`src/rtl/serial_tx.sv`:
```
// MSB-first parallel-to-serial transmitter with a ready/valid load port and gapless back-to-back frames.
// Define SERIAL_TX_PARITY_EN to append an even-parity bit after data bit 0.
module serial_tx #(
   parameter int WIDTH = 8
) (
   input  logic             clk,
   input  logic             rst_n,
   input  logic             load_valid,
   input  logic [WIDTH-1:0] load_data,
   output logic             load_ready,
   output logic             ser_out,
   output logic             ser_valid,
   output logic             ser_last,
   output logic             busy
);

   localparam int            CW       = (WIDTH > 1) ? $clog2(WIDTH) : 1;
   localparam logic [CW-1:0] CNT_LAST = CW'(WIDTH - 1);

   localparam logic [1:0] IDLE   = 2'd0;
   localparam logic [1:0] SHIFT  = 2'd1;
`ifdef SERIAL_TX_PARITY_EN
   localparam logic [1:0] PARITY = 2'd2;
`endif

   logic [1:0]       state_q, state_d;
   logic [WIDTH-1:0] shreg_q, shreg_d;
   logic [CW-1:0]    cnt_q, cnt_d;
   logic             out_q, out_d;
   logic             valid_q, valid_d;
   logic             last_q, last_d;
`ifdef SERIAL_TX_PARITY_EN
   logic             parity_q, parity_d;
`endif
   logic             accept;

   // Ready during the final bit lets the next word start without a bubble.
   assign load_ready = (state_q == IDLE) | last_q;
   assign accept     = load_valid & load_ready;

   assign ser_out    = out_q;
   assign ser_valid  = valid_q;
   assign ser_last   = last_q;
   assign busy       = valid_q;

   always_comb begin
      state_d  = state_q;
      shreg_d  = shreg_q;
      cnt_d    = cnt_q;
      out_d    = out_q;
      valid_d  = valid_q;
      last_d   = last_q;
`ifdef SERIAL_TX_PARITY_EN
      parity_d = parity_q;
`endif

      case (state_q)
         IDLE: begin
         end
         SHIFT: begin
            // shreg_q holds the bit on ser_out at its MSB; the next bit sits just below it.
            if (cnt_q != CNT_LAST) begin
               cnt_d   = cnt_q + CW'(1);
               shreg_d = shreg_q << 1;
               out_d   = shreg_q[WIDTH-2];
`ifdef SERIAL_TX_PARITY_EN
               last_d  = 1'b0;
`else
               last_d  = (cnt_q == CNT_LAST - CW'(1));
`endif
            end else begin
`ifdef SERIAL_TX_PARITY_EN
               state_d = PARITY;
               out_d   = parity_q;
               last_d  = 1'b1;
`else
               state_d = IDLE;
               cnt_d   = '0;
               out_d   = 1'b0;
               valid_d = 1'b0;
               last_d  = 1'b0;
`endif
            end
         end
`ifdef SERIAL_TX_PARITY_EN
         PARITY: begin
            state_d = IDLE;
            cnt_d   = '0;
            out_d   = 1'b0;
            valid_d = 1'b0;
            last_d  = 1'b0;
         end
`endif
         default: begin
            state_d = IDLE;
            cnt_d   = '0;
            out_d   = 1'b0;
            valid_d = 1'b0;
            last_d  = 1'b0;
         end
      endcase

      // An accept only happens in IDLE or on the last bit, so it overrides the end-of-frame path.
      if (accept) begin
         state_d  = SHIFT;
         shreg_d  = load_data;
         cnt_d    = '0;
         out_d    = load_data[WIDTH-1];
         valid_d  = 1'b1;
         last_d   = 1'b0;
`ifdef SERIAL_TX_PARITY_EN
         parity_d = ^load_data;
`endif
      end
   end

   always_ff @(posedge clk or negedge rst_n) begin
      if (!rst_n) begin
         state_q  <= IDLE;
         shreg_q  <= '0;
         cnt_q    <= '0;
         out_q    <= 1'b0;
         valid_q  <= 1'b0;
         last_q   <= 1'b0;
`ifdef SERIAL_TX_PARITY_EN
         parity_q <= 1'b0;
`endif
      end else begin
         state_q  <= state_d;
         shreg_q  <= shreg_d;
         cnt_q    <= cnt_d;
         out_q    <= out_d;
         valid_q  <= valid_d;
         last_q   <= last_d;
`ifdef SERIAL_TX_PARITY_EN
         parity_q <= parity_d;
`endif
      end
   end

endmodule

```
`config.mk`:
```
export PLATFORM = sky130hd
export DESIGN_NAME = serial_tx
export DESIGN_NICKNAME = d
export VERILOG_FILES = /design/src/rtl/serial_tx.sv
export SDC_FILE = /design/constraint.sdc
export NUM_CORES = 1
export LEC_CHECK = 0
export BUFFER_PORTS_ARGS = -buffer_cell sky130_fd_sc_hd__buf_2
export CORE_AREA = 5 5 42 44
export CTS_BUF_LIST = sky130_fd_sc_hd__clkbuf_2
export CTS_CLUSTER_SIZE = 10
export DETAILED_ROUTE_END_ITERATION = 16
export DIE_AREA = 0 0 47 49
export PLACE_DENSITY = 0.77
export SETUP_SLACK_MARGIN = 0.4
export SLEW_MARGIN = 20
export SYNTH_ARGS = -nofsm -noshare
export SYNTH_HDL_FRONTEND = slang
export SYNTH_SLANG_ARGS = --single-unit
```
`constraint.sdc`:
```
create_clock -name clk -period 4.42 [get_ports clk]
set_clock_uncertainty 0.15 [all_clocks]
set_input_delay 0.663 -clock clk [delete_from_list [all_inputs] [get_ports clk]]
set_output_delay 0.663 -clock clk [all_outputs]
set_load 0.02 [all_outputs]
```
==> results summary, run 1 <==
The flow ran to the end, and the final reports show no timing, DRC or antenna violations. The area share of the largest cell type after synthesis is 0.472. The count of nets left with antenna violations once routing finished came out at 0. The layout has 133 filler cells. The vertical die dimension is 49 microns. The length of routed wiring on met1 is 570 microns. The fraction of final layout cells sized beyond drive strength 1 is 0.312. The HPWL reported at the end of detailed placement came out at 890 microns. The worst setup path is of the reg -> out kind.

The highest ir drop seen on vdd came out at 0.272 mV. The number of design rule violations left after detail routing came out at 0. The number of clock sinks is 13.

The fraction of the cycle the final worst path needs is 0.461. The cell accounting for the most synthesized area is sky130_fd_sc_hd__dfrtp_1. Along the worst path, the maximum fanout reaches 11. The net count of the finished layout is 92. The cell area after synthesis is 689 sq um. The standard cell core area came out at 1400 sq um. The number of I/O pins came out at 16. The most used flip-flop cell after synthesis is sky130_fd_sc_hd__dfrtp_1.

Across every metal layer, demand over resource in global routing totals 0.126. The commonest cells after synthesis are 13 x sky130_fd_sc_hd__dfrtp_1, 8 x sky130_fd_sc_hd__mux2i_1, 7 x sky130_fd_sc_hd__nand3_1. In this design, the largest share of critical-path delay is due to flip-flops.

The most frequent cell after synthesis is sky130_fd_sc_hd__dfrtp_1. The post-CTS setup buffer count is 0. The peak per-stage delay on the critical path came out at 0.60 ns. The number of synthesized flops with an enable pin is 0.

The count of final setup violators is 0. After synthesis, the mean cell area works out to 10.8 sq um. Using the TritonRoute via totals, the vias-per-cell ratio works out to 5.35. The slew of the pin with the lowest slew margin came out at 0.597 ns. The number of cells upsized or downsized after cts came out at 0.

The net count of the mapped netlist is 78. Ranked by total cell area, the synthesized netlist is headed by sky130_fd_sc_hd__dfrtp_1 47%, sky130_fd_sc_hd__mux2i_1 12%, sky130_fd_sc_hd__ha_1 5.4%, sky130_fd_sc_hd__nand3_1 5.1%, sky130_fd_sc_hd__buf_6 4.9%. The weighted congestion reported at the end of routability-driven placement is 0.751. The final number of hold-violating endpoints came out at 0. After technology mapping, the gate count stands at 64. The maximum buffer depth of the clock tree came out at 2. The insertion delay of the later-clocked pin in the worst-skew pair is 0.28 ns. The total met3 wirelength after detailed routing came out at 62 microns. After detailed routing, no signal wire sits above met4. The number of max-slew violations in the final report came out at 0. The first-pass GRT wire length came out at 2060 microns. Counting flops and latches in the post-synthesis netlist gives 13. Entering global routing, the biggest net connects 14 pins.

The max capacitance violation total is 0. The routed layout has 498 vias. The total length of routed wires is 1250 microns. The die outline width came out at 47 microns. The share of synthesized flip-flops with an asynchronous set or reset is 1.00.

Clock tree synthesis inserted a total of 3 buffers. The tightest min-delay check is of the in -> async type. The maximum level of the CTS H-tree is 1. The post-synthesis to final-layout area growth came out at 9.44%. Setup repair after global routing left no endpoint under its margin.

Of the synthesized area, sequential elements account for 0.472. The detailed router finished its first iteration with 11 violations. The cts-stage hold buffer count is 0. The final global-route overflow total is 0. Input and output buffers added on the ports amount to 15. The area of the die is 2300 sq um. The synthesized netlist contains 23 unique library cells. Leaving out filler cells and counting taps, the final layout contains 93. During synthesis, Yosys emitted a total of 0 warnings. The critical path required time is 3.61 ns. The highest-delay cell along the critical path is sky130_fd_sc_hd__dfrtp_1.

The arrival time at the worst endpoint is 1.23 ns. After clock tree synthesis, the clock-pin slew on the worst setup and hold paths is 0.13 ns. The smallest clock period supported by the final layout is computed as 2.04 ns. The via count of the first global-routing pass is 441.

The effective utilization at floorplan came out at 0.492. The number of antenna violations at the first check in global routing came out at 0. The worst setup path is captured at an output port.

The normalized max-slew margin is 0.601. Power spread over the standard cell area amounts to 657 nW/um^2. The worst setup path is launched from a flop. The number of placement rows came out at 14. The peak clock frequency supported by timing is 491 MHz. The mean routed wirelength per cell is 13.4 microns. Adding up every negative setup slack in the final design gives 0 ns. The tree is rooted in a sky130_fd_sc_hd__clkbuf_2.

The combined buffer and inverter count along the critical path is 1. The detailed-routing iteration count for the pre-antenna-repair pass is 4. Walking the worst path, the cells encountered are nand2b_4 > buf_2.

The final antenna diode count came out at 0. The cell leakage power came out at 0.000399 uW. The register-to-register setup slack came out at 2.54 ns.

TritonCTS built the clock tree. Including well taps, the total number of placed cells is 89. The total length of routed met2 wires came out at 592 microns.
-- worst paths after layout --
check	end	startpoint	depth (start not counted)
max in group asynchronous	cnt_q[1]$_DFFE_PN0P_	rst_n	1
min reg2reg	shreg_q[0]$_DFFE_PN0P_	shreg_q[0]$_DFFE_PN0P_	2
max reg2reg	shreg_q[3]$_DFFE_PN0P_	cnt_q[1]$_DFFE_PN0P_	5
max	load_ready	busy$_DFFE_PN0P_	2
min	shreg_q[1]$_DFFE_PN0P_	rst_n	1
min in group clk	shreg_q[0]$_DFFE_PN0P_	shreg_q[0]$_DFFE_PN0P_	2
-- power by group --
group	total [uW]	internal [uW]	switching, uW
registers	204	168	36.2
logic	226	99.8	126
clock network	64.9	24.0	40.9
-- registers in the layout, summed over array words and instances, names as in the netlist --
name,count
ser_out,1
cnt_q,3
shreg_q,7
busy,1
ser_last,1
-- placed cells by master, fill, tap and decap left out --
master	netlist	final
sky130_fd_sc_hd__buf_2	1	15
sky130_fd_sc_hd__dfrtp_1	13	13
sky130_fd_sc_hd__mux2i_1	8	8
sky130_fd_sc_hd__nand3_1	7	7
sky130_fd_sc_hd__o21ai_1	5	5
sky130_fd_sc_hd__clkbuf_2	0	4
sky130_fd_sc_hd__nor2_1	3	3
sky130_fd_sc_hd__nand2_1	3	3
sky130_fd_sc_hd__ha_1	3	3
sky130_fd_sc_hd__inv_1	2	2
sky130_fd_sc_hd__nand2b_1	2	2
sky130_fd_sc_hd__o21ai_2	2	2
sky130_fd_sc_hd__o21ai_0	2	2
sky130_fd_sc_hd__nand2b_4	1	1
sky130_fd_sc_hd__and2_4	1	1
sky130_fd_sc_hd__mux2_2	1	1
sky130_fd_sc_hd__nor2b_1	1	1
sky130_fd_sc_hd__nand3b_1	1	1
sky130_fd_sc_hd__a21oi_1	1	1
sky130_fd_sc_hd__nor3b_1	1	1
sky130_fd_sc_hd__a31oi_1	1	1
-- through the flow --
step           power (uW)  worst slack, ns  hold slack (ns)  cell area, sq um  utilization
6_report              495             2.38           0.0914               754        0.538
5_1_grt               535             2.29           0.0959               754        0.538
4_1_cts               501             2.36           0.0926               754        0.538
3_5_place_dp          435             2.55            0.376               734        0.524
3_3_place_gp          426             2.62            0.375               734        0.524
2_1_floorplan         403             2.79            0.217               689            -
-- kinds of logic (layout without fill, tap and decap cells) --
logic type	after synthesis	in the layout	synth area share
AOI/OAI and AO/OA	11	11	0.0926
and+or+nand+nor	20	20	0.165
muxes	9	9	0.132
DFF	13	13	0.472
buffers and inverters	8	21	0.0835
adders and majority gates	3	3	0.0545
-- area by class of cell --
cell class | instances | area, sq um | area share
well taps | 16 | 20.0 | 0.0265
repair buffers | 15 | 75.1 | 0.0995
flip-flops and latches | 13 | 325 | 0.431
clock buffers | 4 | 20.0 | 0.0265
inverters | 2 | 7.51 | 0.00995
multi-input cells | 43 | 307 | 0.406
-- layer usage --
metal | up-vias | track usage
met5 | - | 0
met4 | 0 | 0.0691
met3 | 4 | 0.0332
met2 | 10 | 0.170
met1 | 238 | 0.178
li1 | 246 | -
Power figures use the tool's default switching activity.
==> run 2, diff against run 1 <==
==> constraint.sdc (replaced) <==
create_clock -name clk -period 2.1 [get_ports clk]
set_clock_uncertainty 0.15 [all_clocks]
set_input_delay 0.315 -clock clk [delete_from_list [all_inputs] [get_ports clk]]
set_output_delay 0.315 -clock clk [all_outputs]
set_load 0.02 [all_outputs]
==> run 2 against run 1 <==
  * Design area is 2.5% higher
  * Largest power group unchanged
  * Wire length is 3.0% higher
  * Non-clock buffer count is 2 higher
  * Total power is 110% higher
  * Sequential cell count stayed put
  * Sequential power is 110% higher
==> results summary, run 2 (synthesis results as in run 1) <==
Result of the run: finished clean (unchanged). Most used cells in the layout excluding fill and tap cells: 15 x sky130_fd_sc_hd__buf_2, 12 x sky130_fd_sc_hd__dfrtp_1, 8 x sky130_fd_sc_hd__mux2i_1 (was 15 x sky130_fd_sc_hd__buf_2, 13 x sky130_fd_sc_hd__dfrtp_1, 8 x sky130_fd_sc_hd__mux2i_1). The remaining number of nets flagged by the antenna check after routing is 0 (unchanged).

The post-layout minimum cycle time is 1.62 ns. The area of the die is 2300 sq um (unchanged). The highest ir drop seen on vdd was 0.541 mV (was 0.272 mV). The peak per-stage delay on the critical path is 0.43 ns (was 0.60 ns). The launch point of the critical path is cnt_q[1]$_DFFE_PN0P_ (was busy$_DFFE_PN0P_). The commonest non-fill, non-tap cell in the layout is sky130_fd_sc_hd__buf_2 (unchanged). The net count of the finished layout came out at 94 (was 92). The combined buffer and inverter count along the critical path came out at 1 (unchanged). The weighted congestion reported at the end of routability-driven placement is 0.737 (was 0.751). The fraction of final layout cells sized beyond drive strength 1 is 0.329 (was 0.312).

The final global-route overflow total is 0 (unchanged). The number of antenna violations at the first check in global routing came out at 0 (unchanged). The number of logic stages on the critical path including buffering came out at 6 (was 2). The clock tree root driver cell is sky130_fd_sc_hd__clkbuf_2 (unchanged). The post-synthesis to final-layout area growth is 12.2% (was 9.44%).

The met2 layer usage reported by global route came out at 0.181 (was 0.170). The post-CTS setup buffer count is 0 (unchanged). For this run, the top clock speed supported by timing is 616 MHz. The maximum buffer depth of the clock tree came out at 2 (unchanged). The effective utilization at floorplan is 0.492 (unchanged). The insertion delay of the later-clocked pin in the worst-skew pair is 0.29 ns (was 0.28 ns).

The standard cell core area is 1400 sq um (unchanged). The arrival time at the worst endpoint came to 1.66 ns (was 1.23 ns). The vertical die dimension is 49 microns (unchanged). The number of clock sinks came out at 13 (unchanged).

The clock edge transition at the registers on the reported setup and hold paths is 0.14 ns (was 0.13 ns). The sum of negative setup slack came out at 0 ns (unchanged). The normalized max-slew margin is 0.805 (was 0.601).

The worst reg-to-reg path cell count came out at 6 (was 5). The detailed-route vias per instance came out at 5.33 (was 5.35). The count of vias placed by the detailed router came to 506 (was 498). The number of buffers added by the clock tree synthesis step came out at 3 (unchanged).

The type of the most critical hold path was in -> reg (was in -> async). The flip-flop count of the largest register, all copies and words added came out at 7 (unchanged). The worst hold path cell count came out at 3. The capturing element type of the critical path is a flop (was output port). Unrepaired setup endpoints after global routing: false (unchanged). The family with the most delay on the worst path is flip-flops (unchanged).

The via count of the first global-routing pass is 518 (was 441). Regs by FF count: shreg_q: 7 flops, cnt_q: 3 flops (unchanged). The startpoint kind of the worst setup timing path is a flop (unchanged). The number of placement rows came out at 14 (unchanged). The minimum hold slack is 0.0916 ns (was 0.0914 ns). The count of final setup violators came out at 0 (unchanged). The number of filler instances in the final layout is 136 (was 133). The HPWL reported at the end of detailed placement came out at 935 microns (was 890 microns). The slew of the pin with the lowest slew margin came out at 0.293 ns (was 0.597 ns).

The core utilization of the finished layout was 0.552 (was 0.538). Among the stages of the critical path, the cell type that occurs most often is sky130_fd_sc_hd__ha_1. The total length of routed wires is 1290 microns (was 1250 microns). The pin count of the biggest net entering global routing came out at 14 (unchanged). The most flop-heavy register is shreg_q (unchanged). The most heavily used metal layer in global routing was met2 (was met1). The final number of hold-violating endpoints came out at 0 (unchanged). The cell leakage power came out at 0.000407 uW (was 0.000399 uW).

The overall track demand over capacity in global routing is 0.124 (was 0.126). The number of design rule violations left after detail routing came out at 0 (unchanged). The CTS tree is done (unchanged).

The worst flop-to-flop path startpoint is cnt_q[1]$_DFFE_PN0P_ (unchanged). The detailed-routing iteration count for the pre-antenna-repair pass came out at 4 (unchanged). The highest net fanout along the worst path came to 6 (was 11). The power density over cell area was 1370 nW/um^2 (was 657 nW/um^2). The first-pass GRT wire length came out at 2140 microns (was 2060 microns). The die outline width was 47 microns (unchanged). The first-iteration detailed-routing DRC count came out at 10 (was 11). The critical path required time came out at 2.13 ns (was 3.61 ns).

The max capacitance violation total is 0 (unchanged). The highest-delay cell along the critical path is sky130_fd_sc_hd__dfrtp_1 (unchanged). Cell-by-cell trace of the critical path: ha_1 > ha_1 > nor2b_1 > buf_4 > mux2i_1 > o21ai_1 (was nand2b_4 > buf_2). The number of I/O pins came out at 16 (unchanged).

The total of buffers placed on input and output ports came to 15 (unchanged). The worst hold path begins at load_data[7]. The met3 usage in global routing came to 0.0221 (was 0.0332). The type of the setup path with the least slack is reg -> reg (was reg -> out).

The number of max-slew violations in the final report came out at 0 (unchanged). The mean routed wirelength per cell came out at 13.5 microns (was 13.4 microns). The final antenna diode count was 0 (unchanged). The fraction of the cycle the final worst path needs is 0.774.

The met1 track demand over resource came out at 0.167 (was 0.178). The maximum level of the CTS H-tree is 1 (unchanged).
-- run 2: changes by cell type in the layout (fill, tap and decap cells not counted), sizes merged --
cell         previous run  this run
buf                    15        16
dlygate4sd3             0         1
-- run 2: path summary, 6_finish.rpt --
path / end / slack [ns]
worst max-delay path: shreg_q[4]$_DFFE_PN0P_ / 0.48
worst min-delay path: ser_out$_DFFE_PN0P_ / 0.09
worst max register to register: shreg_q[4]$_DFFE_PN0P_ / 0.48
worst min register to register: shreg_q[0]$_DFFE_PN0P_ / 0.39
max in group asynchronous: busy$_DFFE_PN0P_ / 1.27
min in group asynchronous: cnt_q[1]$_DFFE_PN0P_ / 0.27
-- run 2: layout make-up --
class | instances | area [sq um] | share of cell area
clock buffers | 4 | 20.0 | 0.0259
inverters | 2 | 7.51 | 0.00971
multi-input cells | 43 | 307 | 0.396
flip-flops and latches | 13 | 327 | 0.422
well taps | 16 | 20.0 | 0.0259
repair buffers | 17 | 92.6 | 0.120
-- run 2: worst register-to-register path, cell delays in order (launching register included) --
cell and delay, ns:
sky130_fd_sc_hd__dfrtp_1 0.43, sky130_fd_sc_hd__ha_1 0.19, sky130_fd_sc_hd__ha_1 0.19, sky130_fd_sc_hd__nor2b_1 0.11
sky130_fd_sc_hd__buf_4 0.16, sky130_fd_sc_hd__mux2i_1 0.21, sky130_fd_sc_hd__o21ai_1 0.07
-- run 2: power by group --
part	total [uW]	internal (uW)	switching (uW)	leakage, uW
Clock	139	50.5	88.6	0.0000166
Sequential	436	355	81.3	0.000163
Combinational	484	221	263	0.000228
Total	1060	627	433	0.000407
-- run 2: timing repair --
action                                  in CTS  in global routing
endpoints found under the hold margin       13                  0
gates resized for setup                      1                  0
hold buffers                                 1                  0
endpoints found under the setup margin       1                  0
-- run 2: layer usage --
| layer | up-vias | part of all wire |
|---|---|---|
| met5 | - | 0 |
| li1 | 248 | - |
| met4 | 0 | 0.026 |
| met3 | 5 | 0.051 |
| met2 | 13 | 0.45 |
| met1 | 240 | 0.47 |
-- run 2: stage by stage --
| stage | total power, uW | worst slack (ns) | cells | cell area [sq um] |
|---|---|---|---|---|
| finish | 1060 | 0.475 | 95 | 773 |
| global route | 1140 | 0.402 | 95 | 773 |
| CTS | 1070 | 0.476 | 95 | 773 |
| detailed placement | 930 | 0.505 | 90 | 742 |
| global placement | 909 | 0.528 | 90 | 742 |
| floorplan | 848 | 0.574 | 64 | 689 |
==> run 3, diff against run 2 <==
==> constraint.sdc (replaced) <==
create_clock -name clk -period 1.67 [get_ports clk]
set_clock_uncertainty 0.15 [all_clocks]
set_input_delay 0.2505 -clock clk [delete_from_list [all_inputs] [get_ports clk]]
set_output_delay 0.2505 -clock clk [all_outputs]
set_load 0.02 [all_outputs]
==> run 3 against run 2 <==
  * Sequential cell count unchanged
  * Design area up 23%
  * Sequential power up 25%
  * Largest power group unchanged
  * Maximum frequency up 3.3%
  * Via count up 11%
  * Largest cell class is now multi-input combinational cells
  * Combinational power up 110%
  * Non-clock buffer count up 10
  * Die area unchanged
  * Register-to-register slack worse by 0.38 ns
  * Critical path depth unchanged
  * Clock-buffer cell count unchanged
  * Highest routed layer unchanged
==> results summary, run 3 (synthesis results as in run 1) <==
The highest ir drop seen on vdd is 1.10 mV (was 0.541 mV). The number of clock sinks is 13 (unchanged). The overall track demand over capacity in global routing came out at 0.148 (was 0.124). The total of buffers placed on input and output ports came to 15 (unchanged). The family with the most delay on the worst path is flip-flops (unchanged). The cell leakage power was 0.000472 uW (was 0.000407 uW).

The clock edge transition at the registers on the reported setup and hold paths came out at 0.13 ns (was 0.14 ns). The number of filler instances in the final layout is 119 (was 136). The weighted congestion reported at the end of routability-driven placement came to 0.722 (was 0.737). The post-layout minimum cycle time came out at 1.57 ns (was 1.62 ns). The clock tree root driver cell is sky130_fd_sc_hd__clkbuf_2 (unchanged).

The count of final setup violators came to 0 (unchanged). The count of vias placed by the detailed router came out at 562 (was 506). The arrival time at the worst endpoint is 1.59 ns (was 1.66 ns). The max capacitance violation total came out at 0 (unchanged). The number of design rule violations left after detail routing is 0 (unchanged). The highest-delay cell along the critical path is sky130_fd_sc_hd__dfrtp_1 (unchanged). The commonest non-fill, non-tap cell in the layout is sky130_fd_sc_hd__dfrtp_1 (was sky130_fd_sc_hd__buf_2). The peak per-stage delay on the critical path came out at 0.41 ns (was 0.43 ns). The vertical die dimension came out at 49 microns (unchanged). The post-synthesis to final-layout area growth is 38.5% (was 12.2%). The detailed-routing iteration count for the pre-antenna-repair pass is 4 (unchanged). The via count of the first global-routing pass came out at 577 (was 518). The maximum level of the CTS H-tree came to 1 (unchanged). The area of the die came to 2300 sq um (unchanged). The number of antenna violations at the first check in global routing is 0 (unchanged).

The fraction of the cycle the final worst path needs came out at 0.942 (was 0.774). The standard cell core area was 1400 sq um (unchanged). The detailed-route vias per instance is 5.30 (was 5.33). The final global-route overflow total is 0 (unchanged). The pin count of the biggest net entering global routing is 14 (unchanged). The number of buffers added by the clock tree synthesis step is 3 (unchanged). The slew of the pin with the lowest slew margin is 0.293 ns (about the same).

The capturing element type of the critical path is a flop (unchanged). The number of I/O pins came out at 16 (unchanged). Cell-by-cell trace of the critical path: ha_2 > ha_4 > nor2b_1 > buf_4 > mux2i_2 > o21ai_1 (was ha_1 > ha_1 > nor2b_1 > buf_4 > mux2i_1 > o21ai_1).

The final number of hold-violating endpoints is 0 (unchanged). The type of the most critical hold path is in -> reg (unchanged). The maximum buffer depth of the clock tree came to 2 (unchanged).

The number of max-slew violations in the final report came to 0 (unchanged). The sum of negative setup slack came out at 0 ns (unchanged). The CTS tree is done (unchanged). The first-iteration detailed-routing DRC count is 5 (was 10). The insertion delay of the later-clocked pin in the worst-skew pair came to 0.27 ns (was 0.29 ns). Regs by FF count: shreg_q: 7 flops, cnt_q: 3 flops (unchanged).

The mean routed wirelength per cell came out at 14.9 microns (was 13.5 microns). The post-placement worst setup slack is 0.124 ns (was 0.505 ns). The type of the setup path with the least slack is reg -> reg (unchanged). The flip-flop count of the largest register, all copies and words added was 7 (unchanged). Most used cells in the layout excluding fill and tap cells: 11 x sky130_fd_sc_hd__dfrtp_1, 10 x sky130_fd_sc_hd__buf_2, 8 x sky130_fd_sc_hd__buf_6, 8 x sky130_fd_sc_hd__buf_4 (was 15 x sky130_fd_sc_hd__buf_2, 12 x sky130_fd_sc_hd__dfrtp_1, 8 x sky130_fd_sc_hd__mux2i_1). The effective utilization at floorplan is 0.492 (unchanged).

The highest net fanout along the worst path came out at 6 (unchanged). The number of placement rows is 14 (unchanged). The power density over cell area came to 1820 nW/um^2 (was 1370 nW/um^2). The combined buffer and inverter count along the critical path came out at 1 (unchanged). The post-route worst setup slack came out at 0.0970 ns (was 0.475 ns).

The startpoint kind of the worst setup timing path was a flop (unchanged). The most flop-heavy register is shreg_q (unchanged). The net count of the finished layout is 105 (was 94). The final antenna diode count is 0 (unchanged). Result of the run: finished clean (unchanged). The critical path required time came out at 1.69 ns (was 2.13 ns). The die outline width is 47 microns (unchanged). The peak clock frequency supported by timing is 636 MHz (was 616 MHz). The fraction of final layout cells sized beyond drive strength 1 came to 0.522 (was 0.329). The first-pass GRT wire length is 2440 microns (was 2140 microns).

The HPWL reported at the end of detailed placement is 942 microns (was 935 microns). Unrepaired setup endpoints after global routing: true (was false). The remaining number of nets flagged by the antenna check after routing came to 0 (unchanged). The total length of routed wires is 1580 microns (was 1290 microns). The normalized max-slew margin came out at 0.805 (about the same).
run 3: layout make-up:
type                    instances  area, sq um  share of cell area
flip-flops and latches         13          328               0.343
well taps                      16         20.0              0.0210
repair buffers                 27          210               0.220
clock buffers                   4         20.0              0.0210
multi-input cells              44          369               0.387
inverters                       2         7.51             0.00786
run 3: layer usage:
| layer | track usage | part of all wire |
|---|---|---|
| met1 | 0.195 | 0.44 |
| met2 | 0.206 | 0.51 |
| met3 | 0.0443 | 0.032 |
| met4 | 0.0876 | 0.017 |
| met5 | 0 | 0 |
run 3: tightest hold or removal path: cells and delay by family:
kind	cells	cell delay (ns)
compound gates	1	0.05
simple gates	1	0.05
buf+inv	1	0.09
run 3: path summary, 6_finish.rpt:
path / from / end / slack [ns] / cells after the start
hold reg to reg: shreg_q[0]$_DFFE_PN0P_ / shreg_q[0]$_DFFE_PN0P_ / 0.40 / 2
setup reg to reg: cnt_q[0]$_DFFE_PN0P_ / shreg_q[3]$_DFFE_PN0P_ / 0.1 / 6
hold / removal: load_data[0] / shreg_q[0]$_DFFE_PN0P_ / 0.05 / 3
max in group asynchronous: rst_n / ser_last$_DFFE_PN0P_ / 0.90 / 2
min in group asynchronous: rst_n / shreg_q[5]$_DFFE_PN0P_ / 0.23 / 2
setup / recovery: cnt_q[0]$_DFFE_PN0P_ / shreg_q[3]$_DFFE_PN0P_ / 0.1 / 6
run 3: timing repair:
item / CTS / global route
resized for setup: 3 / 20
setup endpoints to repair: 15 / 18
pin swaps: 0 / 4
hold buffers: 1 / 0
cloned: 1 / 0
hold endpoints to repair: 13 / 0
buffers inserted: 3 / 7
run 3: metrics by stage:
stage / std cells / hold WS [ns] / utilization / instance area [sq um] / total power [uW]
after floorplan: 64 / -0.195 / - / 703 / 1100
after global placement: 90 / -0.000606 / 0.535 / 749 / 1150
after detailed placement: 90 / 0.00480 / 0.535 / 749 / 1180
after CTS: 99 / 0.0449 / 0.592 / 830 / 1440
after global routing: 106 / 0.0327 / 0.681 / 955 / 1850
final: 106 / 0.0517 / 0.681 / 955 / 1740
run 3: report_power, final:
group / switching [uW] / internal (uW) / total [uW]
clock network: 106 / 63.5 / 169
logic: 466 / 555 / 1020
registers: 98.5 / 448 / 547
total: 670 / 1070 / 1740
